[config.mk]
export PLATFORM = sky130hd
export DESIGN_NAME = audio_fir_mac
export DESIGN_NICKNAME = d
export VERILOG_FILES = /design/src/rtl/audio_fir_mac.sv
export SDC_FILE = /design/constraint.sdc
export NUM_CORES = 2
export LEC_CHECK = 0
export ABC_AREA = 1
export CORE_ASPECT_RATIO = 1.5
export CORE_MARGIN = 3
export CORE_UTILIZATION = 45
export CTS_BUF_LIST = sky130_fd_sc_hd__clkbuf_8
export DETAILED_ROUTE_END_ITERATION = 10
export DONT_BUFFER_PORTS = 1
export GPL_TIMING_DRIVEN = 0
export PLACE_DENSITY = 0.66
export SLEW_MARGIN = 0
export SYNTH_ARGS = -nofsm -noshare
export SYNTH_HDL_FRONTEND = slang
export SYNTH_SLANG_ARGS = --single-unit
[constraint.sdc]
create_clock -name AUD_BCLK -period 8.18 [get_ports AUD_BCLK]
set_clock_uncertainty 0.15 [all_clocks]
set_input_delay 1.227 -clock AUD_BCLK [delete_from_list [all_inputs] [get_ports AUD_BCLK]]
set_output_delay 1.227 -clock AUD_BCLK [all_outputs]
set_load 0.01 [all_outputs]
[src/rtl/audio_fir_mac.sv]
`default_nettype none
// ============================================================================
// Module      : audio_fir_mac
// Description : Runtime-programmable stereo FIR filter. One time-multiplexed
//               MAC per channel processes a frame per AUD_DACLRCK rising
//               edge; round-half-up, arithmetic shift, per-channel saturation.
// Revision    : 1.0 - initial release
// ============================================================================
module audio_fir_mac #(
  parameter int DATA_W    = 16,
  parameter int TAPS      = 8,
  parameter int COEF_W    = 16,
  parameter int FRAC_BITS = 15
) (
  input  logic                  AUD_BCLK,
  input  logic                  rst,
  input  logic                  AUD_DACLRCK,
  input  logic [2*DATA_W-1:0]   audioIn,
  input  logic                  bypass,
  input  logic                  coef_we,
  input  logic [4:0]            coef_addr,
  input  logic [COEF_W-1:0]     coef_data,
  output logic [2*DATA_W-1:0]   audioOut,
  output logic                  out_valid,
  output logic                  busy,
  output logic                  overrun,
  output logic                  coef_rej
);

  localparam int IDX_W  = $clog2(TAPS);
  localparam int PROD_W = DATA_W + COEF_W;
  localparam int ACC_W  = DATA_W + COEF_W + 5;

  localparam logic [IDX_W-1:0]        LAST_IDX = IDX_W'(TAPS - 1);
  localparam logic [5:0]              TAPS_CNT = 6'(TAPS);
  localparam logic [COEF_W-1:0]       COEF_ONE = {1'b0, {(COEF_W-1){1'b1}}};
  localparam logic signed [ACC_W-1:0] RND      = ACC_W'(1) <<< (FRAC_BITS - 1);
  localparam logic signed [ACC_W-1:0] SAT_HI   = ACC_W'((64'sd1 <<< (DATA_W - 1)) - 64'sd1);
  localparam logic signed [ACC_W-1:0] SAT_LO   = ~SAT_HI;

  typedef enum logic [1:0] {
    S_IDLE = 2'd0,
    S_MAC  = 2'd1,
    S_OUT  = 2'd2
  } state_t;

  state_t state, state_nxt;

  logic                       lrck_q;
  logic                       frame_edge;
  logic                       start, mac_en, out_en, coef_ok;
  logic [IDX_W-1:0]           idx;
  logic signed [DATA_W-1:0]   x_l [TAPS];
  logic signed [DATA_W-1:0]   x_r [TAPS];
  logic signed [COEF_W-1:0]   coef [TAPS];
  logic signed [ACC_W-1:0]    acc_l, acc_r;
  logic signed [PROD_W-1:0]   prod_l, prod_r;
  logic signed [DATA_W-1:0]   in_l, in_r;
  logic [DATA_W-1:0]          res_l, res_r;
  logic                       byp_q;
  logic [2*DATA_W-1:0]        raw_q;

  assign frame_edge = AUD_DACLRCK & ~lrck_q;
  assign busy       = (state != S_IDLE);
  assign in_l       = audioIn[2*DATA_W-1 -: DATA_W];
  assign in_r       = audioIn[DATA_W-1:0];

  // Both channels share the coefficient selected by idx.
  assign prod_l = PROD_W'(x_l[idx]) * PROD_W'(coef[idx]);
  assign prod_r = PROD_W'(x_r[idx]) * PROD_W'(coef[idx]);

  // Round half up, shift out the fractional bits, clamp to the sample range.
  function automatic logic [DATA_W-1:0] round_sat(input logic signed [ACC_W-1:0] a);
    logic signed [ACC_W-1:0] s;
    s = (a + RND) >>> FRAC_BITS;
    if (s > SAT_HI)      return SAT_HI[DATA_W-1:0];
    else if (s < SAT_LO) return SAT_LO[DATA_W-1:0];
    else                 return s[DATA_W-1:0];
  endfunction

  // Final rounded/saturated result for each channel.
  always_comb begin
    res_l = round_sat(acc_l);
    res_r = round_sat(acc_r);
  end

  // FSM state register.
  always_ff @(posedge AUD_BCLK or negedge rst) begin
    if (!rst) state <= S_IDLE;
    else      state <= state_nxt;
  end

  // FSM next-state and control strobes.
  always_comb begin
    state_nxt = state;
    start     = 1'b0;
    mac_en    = 1'b0;
    out_en    = 1'b0;
    coef_ok   = 1'b0;
    case (state)
      S_IDLE: begin
        if (frame_edge) begin
          start     = 1'b1;
          state_nxt = S_MAC;
        end else if (coef_we && ({1'b0, coef_addr} < TAPS_CNT)) begin
          coef_ok = 1'b1;
        end
      end
      S_MAC: begin
        mac_en = 1'b1;
        if (idx == LAST_IDX) state_nxt = S_OUT;
      end
      S_OUT: begin
        out_en    = 1'b1;
        state_nxt = S_IDLE;
      end
      default: state_nxt = S_IDLE;
    endcase
  end

  // Frame-strobe history and the one-cycle status pulses.
  always_ff @(posedge AUD_BCLK or negedge rst) begin
    if (!rst) begin
      lrck_q   <= 1'b0;
      overrun  <= 1'b0;
      coef_rej <= 1'b0;
    end else begin
      lrck_q   <= AUD_DACLRCK;
      overrun  <= frame_edge && (state != S_IDLE);
      coef_rej <= coef_we && !coef_ok;
    end
  end

  // Coefficient bank; resets to a near-identity response.
  always_ff @(posedge AUD_BCLK or negedge rst) begin
    if (!rst) begin
      for (int k = 0; k < TAPS; k++) coef[k] <= '0;
      coef[0] <= COEF_ONE;
    end else if (coef_ok) begin
      coef[coef_addr[IDX_W-1:0]] <= coef_data;
    end
  end

  // Delay lines shift only on accepted frames, bypassed or not.
  always_ff @(posedge AUD_BCLK or negedge rst) begin
    if (!rst) begin
      for (int k = 0; k < TAPS; k++) begin
        x_l[k] <= '0;
        x_r[k] <= '0;
      end
    end else if (start) begin
      for (int k = TAPS - 1; k > 0; k--) begin
        x_l[k] <= x_l[k-1];
        x_r[k] <= x_r[k-1];
      end
      x_l[0] <= in_l;
      x_r[0] <= in_r;
    end
  end

  // Accumulators, tap index and the latched bypass/raw sample.
  always_ff @(posedge AUD_BCLK or negedge rst) begin
    if (!rst) begin
      acc_l <= '0;
      acc_r <= '0;
      idx   <= '0;
      byp_q <= 1'b0;
      raw_q <= '0;
    end else if (start) begin
      acc_l <= '0;
      acc_r <= '0;
      idx   <= '0;
      byp_q <= bypass;
      raw_q <= audioIn;
    end else if (mac_en) begin
      acc_l <= acc_l + ACC_W'(prod_l);
      acc_r <= acc_r + ACC_W'(prod_r);
      idx   <= idx + 1'b1;
    end
  end

  // Output register, updated once per accepted frame.
  always_ff @(posedge AUD_BCLK or negedge rst) begin
    if (!rst) begin
      audioOut  <= '0;
      out_valid <= 1'b0;
    end else begin
      out_valid <= out_en;
      if (out_en) audioOut <= byp_q ? raw_q : {res_l, res_r};
    end
  end

endmodule
`default_nettype wire

---- After elaboration in Yosys (flattened, before gate mapping) ----
Cells that the tools add are included.
storage, ports and cells
  register bits after elaboration ......... 532
  output and inout bits ................... 36
cells by class
  muxes and demuxes ....................... 33
  bitwise operators ....................... 4
  multiply operators ...................... 2
  reductions and logical operators ........ 9
  $add $sub $neg .......................... 5
  equal/unequal tests ..................... 5
  $lt $le $gt $ge ......................... 8
operators with widths
  operator                count
  $mux 16                 11
  $mux 37                 4
  $bmux 16 s3             3
  $bwmux 128              1
  $add 37x16->37 const B  2
  $add 37x32->37          2
  $mul 16x16->32          2
  $demux 16 s3            1
  $gt 22x16->1 const B    2
  $lt 22x16->1 const B    2
  $mux 32                 1
  $ge 4x4->1 const B      2
  $not 3->4               2
  $mux 1                  7
  $mux 3                  2
  $lt 5x4->1 const B      1
  $logic_and 1x1->1       4
  $lt 4x1->1 const B      1
  $mux 2                  2
  $ne 2x2->1 const B      2
  $pmux 2 s2              1
  $reduce_bool 2->1       2
  $add 3x1->3 const B     1
  $eq 3x3->1 const B      1
  other kinds (7)         7

---- Logic depth before layout (Yosys ltp) ----
  depth in word-level cells ............... 8
  depth in mapped cells ................... 39
  gate-level depth less buffers ........... 34

---- Least setup slack after synthesis ----
No wires, ideal clock.
  path type ............................... register to register
  start point ............................. register idx[0]
  end point ............................... register acc_l[36]
  arrival time ............................ 6680 ps
  buffers on the path ..................... 4
  stages on the path, launching flop included .. 34
  slack ................................... 1232 ps
  setup time .............................. 118 ps
  path through ............................ dfrtp_1 -> buf_2 -> inv_2 -> buf_6 -> buf_6 -> buf_6 -> nor2_1 -> o22ai_1 -> inv_1 -> o21ai_4 -> inv_2 -> nor2_1 -> inv_1 -> fa_1 -> inv_1 -> fa_1 -> inv_1 -> fa_1 -> inv_1 -> fa_1 -> inv_1 -> fa_1 -> inv_1 -> fa_1 -> ha_1 -> inv_1 -> nor3_1 -> inv_1 -> nor3_1 -> nand3_1 -> nand3_1 -> nand3_1 -> nand3_1 -> nand2_1
between the ends
  longest elaborated chain between the ends .. 8
  elaborated cells between the ends (all ways) .. 11
RTL lines
  what                                        line  source
  start: declaration                          52    logic [IDX_W-1:0] idx;
  start signal: assignment                    178   idx <= idx + 1'b1;
  $not 3->4 (implied by the code) (*)         69    assign prod_l = PROD_W'(x_l[idx]) * PROD_W'(coef[idx]);
  $bmux 16 s3                                 69
  $mux 16 (implied by the code) (2 in a row)  69
  $mul 16x16->32 (*)                          69
  $add 37x32->37 (*)                          176   acc_l <= acc_l + ACC_W'(prod_l);
  $mux 37 (*)                                 175   end else if (mac_en) begin
  $mux 37 (*)                                 169   end else if (start) begin
  end signal: assignment                      176
  end: declaration                            56    logic signed [ACC_W-1:0] acc_l, acc_r;
Every way passes the cells marked *; elsewhere a longest branch is shown, timed or not. The select of a mux whose other input is x is not followed.
A chain may end at the register's enable or synchronous reset.

---- Worst setup path in the final report ----
  start point ............................. register idx[0]
  end point ............................... register acc_l[35]
Same word-level chain as after synthesis.

==> impl_metrics.tcl <==
set metrics [dict create \
    gp_congestion 0.9882 \
    die_area_um2 109700 \
    placed_cell_area_um2 49310 \
    yosysWarnings 0 \
    hold_violations 0 \
    ioPinCount 94 \
    final_cell_count_no_fill 7487 \
    place_inst 7309 \
    numClockSinks 500 \
    multi_input_area_um2 29820 \
    worstMarginPinSlew_ns 1.866 \
    die-width_um 271.5 \
    place_hpwl_um 133700 \
    reg2reg_depth 28 \
    synth_cell_types 45 \
    clock.fmax_mhz 124.9 \
    initial_core_util_pct 45.52 \
    endpoint_kind "flop" \
    totalWireLength_um 169700 \
    syn_area_um2 47560 \
    cts-htree-levels 3 \
    critical_path_class "flop to flop" \
    cts_tree "yes" \
    fp.dieH_um 404.2 \
    cts_root_buffer "clkbuf_8" \
    syn_area_per_cell_um2 8.044 \
    final_antenna_net_count 0 \
    crit_path_frequent_cell "fa_1" \
    synth-edff-count 0 \
    cp_max_fo 10 \
    grt-ovfl-total 0 \
    cts.clk_slew.worst_paths_ns 0.07 \
    crit_slowest_cell "fa_1" \
    worstPathRequired_ns 8.64 \
    register_area_um2 12530 \
    grt_pass1_wl_um 254300 \
    fin_crit_ns 8.005 \
    vias 40650 \
    nFillCells 10060 \
    hold_path_class "primary input to asynchronous set/reset pin" \
    regToRegEndpoint "acc_l[35]" \
    fp.coreArea_um2 104500 \
    drv_cap 0 \
    clock_path_buffers 3 \
    tns_ns 0 \
    violations "slew limit" \
    setup_violations 0 \
    avgRoutedWirePerCell_um 22.67 \
    numCtsBuffers 83 \
    final_cell_area_um2 51890 \
    r2r_setup_slack_ns 0.18 \
    synth_nets 6829 \
    layout-drive-gt1-share_pct 7.196 \
    grt_pass1_vias 41550 \
    slew_viol_final 171 \
    start_kind "flop" \
    slew_headroom_pct -24.38 \
    insertion_delay_ns 0.83 \
    synthArstFlopShare_pct 100.0 \
    seq_area_frac_synth_pct 26.34 \
    fin_crit_sh_pct 97.86 \
    firstDrtPassIters 6 \
    area_delta_synth_final_pct 9.099 \
    port_buffers 0 \
    nets 6935 \
    drcViolationCount 0 \
    max_stage_delay_ns 0.52 \
    timing.rr.start "idx[0]" \
    avgViaCountPerCell 5.430 \
    yosys_register_bits 500 \
    outcome "finished, violations left" \
    fp-row-count 145 \
    drtIter0Drc 3696 \
    synth_ff_type "dfrtp_1" \
    grt_util_all_layers_pct 31.27 \
    antenna_found_initial 6 \
    arrival_ns 8.46 \
    grt_max_degree 338 \
    syn_inst 5913 \
]
## repair_timing
item | CTS | global route
hold buffers | 4 | 0
pin swaps | 6 | 6
resized for setup | 42 | 120
endpoints found under the hold margin | 95 | 0
setup endpoints to repair | 40 | 45
buffers inserted | 9 | 8
## routing by layer
metal / share of wire, % / vias up / GRT usage, %
li1: - / 18240 / -
met1: 34 / 19770 / 33.38
met2: 47 / 1902 / 52.01
met3: 8.0 / 747 / 7.289
met4: 11 / 4 / 27.14
met5: 0.011 / - / 0
## logic make-up (layout without fill, tap and decap cells)
group | Yosys count | after routing | synth area share [%]
other | 0 | 4 | 0
buffers and inverters | 1400 | 1574 | 11.47
XOR/XNOR | 38 | 38 | 0.6997
AO/OA/AOI/OAI | 1056 | 1056 | 11.91
flip-flops | 500 | 500 | 26.34
AND/OR/NAND/NOR | 2061 | 2061 | 16.96
adder cells (fa/ha/maj) | 858 | 858 | 32.61
## worst max-delay path by stage
| stage | start | to | slack [ns] | cells past startpoint |
|---|---|---|---|---|
| floorplan | idx[0] | acc_l[36] | 1.23 | 33 |
| global placement | idx[1] | acc_l[36] | -0.88 | 31 |
| detailed placement | idx[1] | acc_l[36] | -0.93 | 31 |
| CTS | idx[0] | acc_l[36] | 0.004 | 33 |
| global route | idx[0] | acc_l[36] | -0.02 | 33 |
| finish | idx[0] | acc_l[35] | 0.18 | 28 |
## worst max-delay path, delay by kind of cell (launching register included)
family                     cells  cell delay, ns
adders and majority gates      7            3.33
AOI/OAI and AO/OA              4            1.09
buffers and inverters          9            1.61
DFF                            1            0.34
and+or+nand+nor                8            1.24
## cells in the mapped netlist (4+ instances only)
cell      instances  area share [%]
nand2_1        1387              11
inv_1          1123             8.9
fa_1            636              27
o21ai_0         632             6.6
nor2_1          518             4.1
dfrtp_1         485              26
a21oi_1         252             2.7
ha_1            222             5.8
clkbuf_1        131             1.0
nand3_1          80            0.84
buf_2            78            0.82
o21ai_1          48            0.51
o22ai_1          37            0.49
inv_2            31            0.24
xor2_1           26            0.48
o21ai_2          19            0.35
nor3_1           17            0.18
buf_1            16            0.13
dfstp_2          15            0.83
a21o_1           14            0.22
nor2_2           14            0.18
o21bai_1         14            0.22
nand2_2          13            0.17
nand4_1          12            0.16
xnor2_1          12            0.22
a22o_1           10            0.18
buf_6            10            0.24
a31oi_1           9            0.12
buf_4             8            0.13
o21ai_4           8            0.27
nand3b_1          6           0.095
nor2_4            5            0.12
a21boi_0          4           0.063
o21a_1            4           0.063
## registers in the layout, indices dropped and copies added (netlist names)
name,count
byp_q,1
acc_l,37
idx,3
lrck_q,1
audioOut,32
raw_q,1
out_valid,1
overrun,1
x_r,127
state,2
acc_r,37
x_l,128
coef,128
coef_rej,1
## placed cells by master, fill, tap and decap left out, types with 7 or more instances in the layout
cell type,n
a21o_1,14
a21oi_1,251
a22o_1,10
a31oi_1,9
buf_1,11
buf_2,44
buf_4,34
buf_6,11
bufinv_16,7
clkbuf_1,108
clkbuf_2,19
clkbuf_4,29
clkbuf_8,107
clkinv_2,12
dfrtp_1,485
dfstp_2,15
fa_1,629
fa_2,7
ha_1,220
inv_1,1132
inv_2,36
nand2_1,1387
nand2_2,13
nand3_1,79
nand4_1,12
nor2_1,510
nor2_2,19
nor2_4,8
nor3_1,13
o21ai_0,625
o21ai_1,42
o21ai_2,20
o21ai_4,20
o21bai_1,14
o22ai_1,37
xnor2_1,12
xor2_1,26
## area by class of cell
cell class              instances  share of cell area, %
diodes                          4                0.01929
plain buffers                 243                  2.430
clock buffers                 107                  2.838
clock inverters                46                 0.8415
inverters                    1157                  8.379
multi-input cells            4013                  57.47
flip-flops and latches        500                  24.15
well taps                    1396                  3.366
repair buffers                 21                 0.5063
## per-stage QoR
| step | setup WS [ns] | util, % | hold slack (ns) |
|---|---|---|---|
| 2_1_floorplan | 1.232 | - | 0.2978 |
| 3_3_place_gp | -0.8825 | 47.19 | 0.3091 |
| 3_5_place_dp | -0.9284 | 47.19 | 0.3158 |
| 4_1_cts | 0.004006 | 49.28 | 0.001652 |
| 5_1_grt | -0.02446 | 49.65 | 0.06425 |
| 6_report | 0.1751 | 49.66 | 0.1034 |
Power is not shown: default switching activity piles up to over one toggle a cycle in this logic, so the estimate is an artifact.
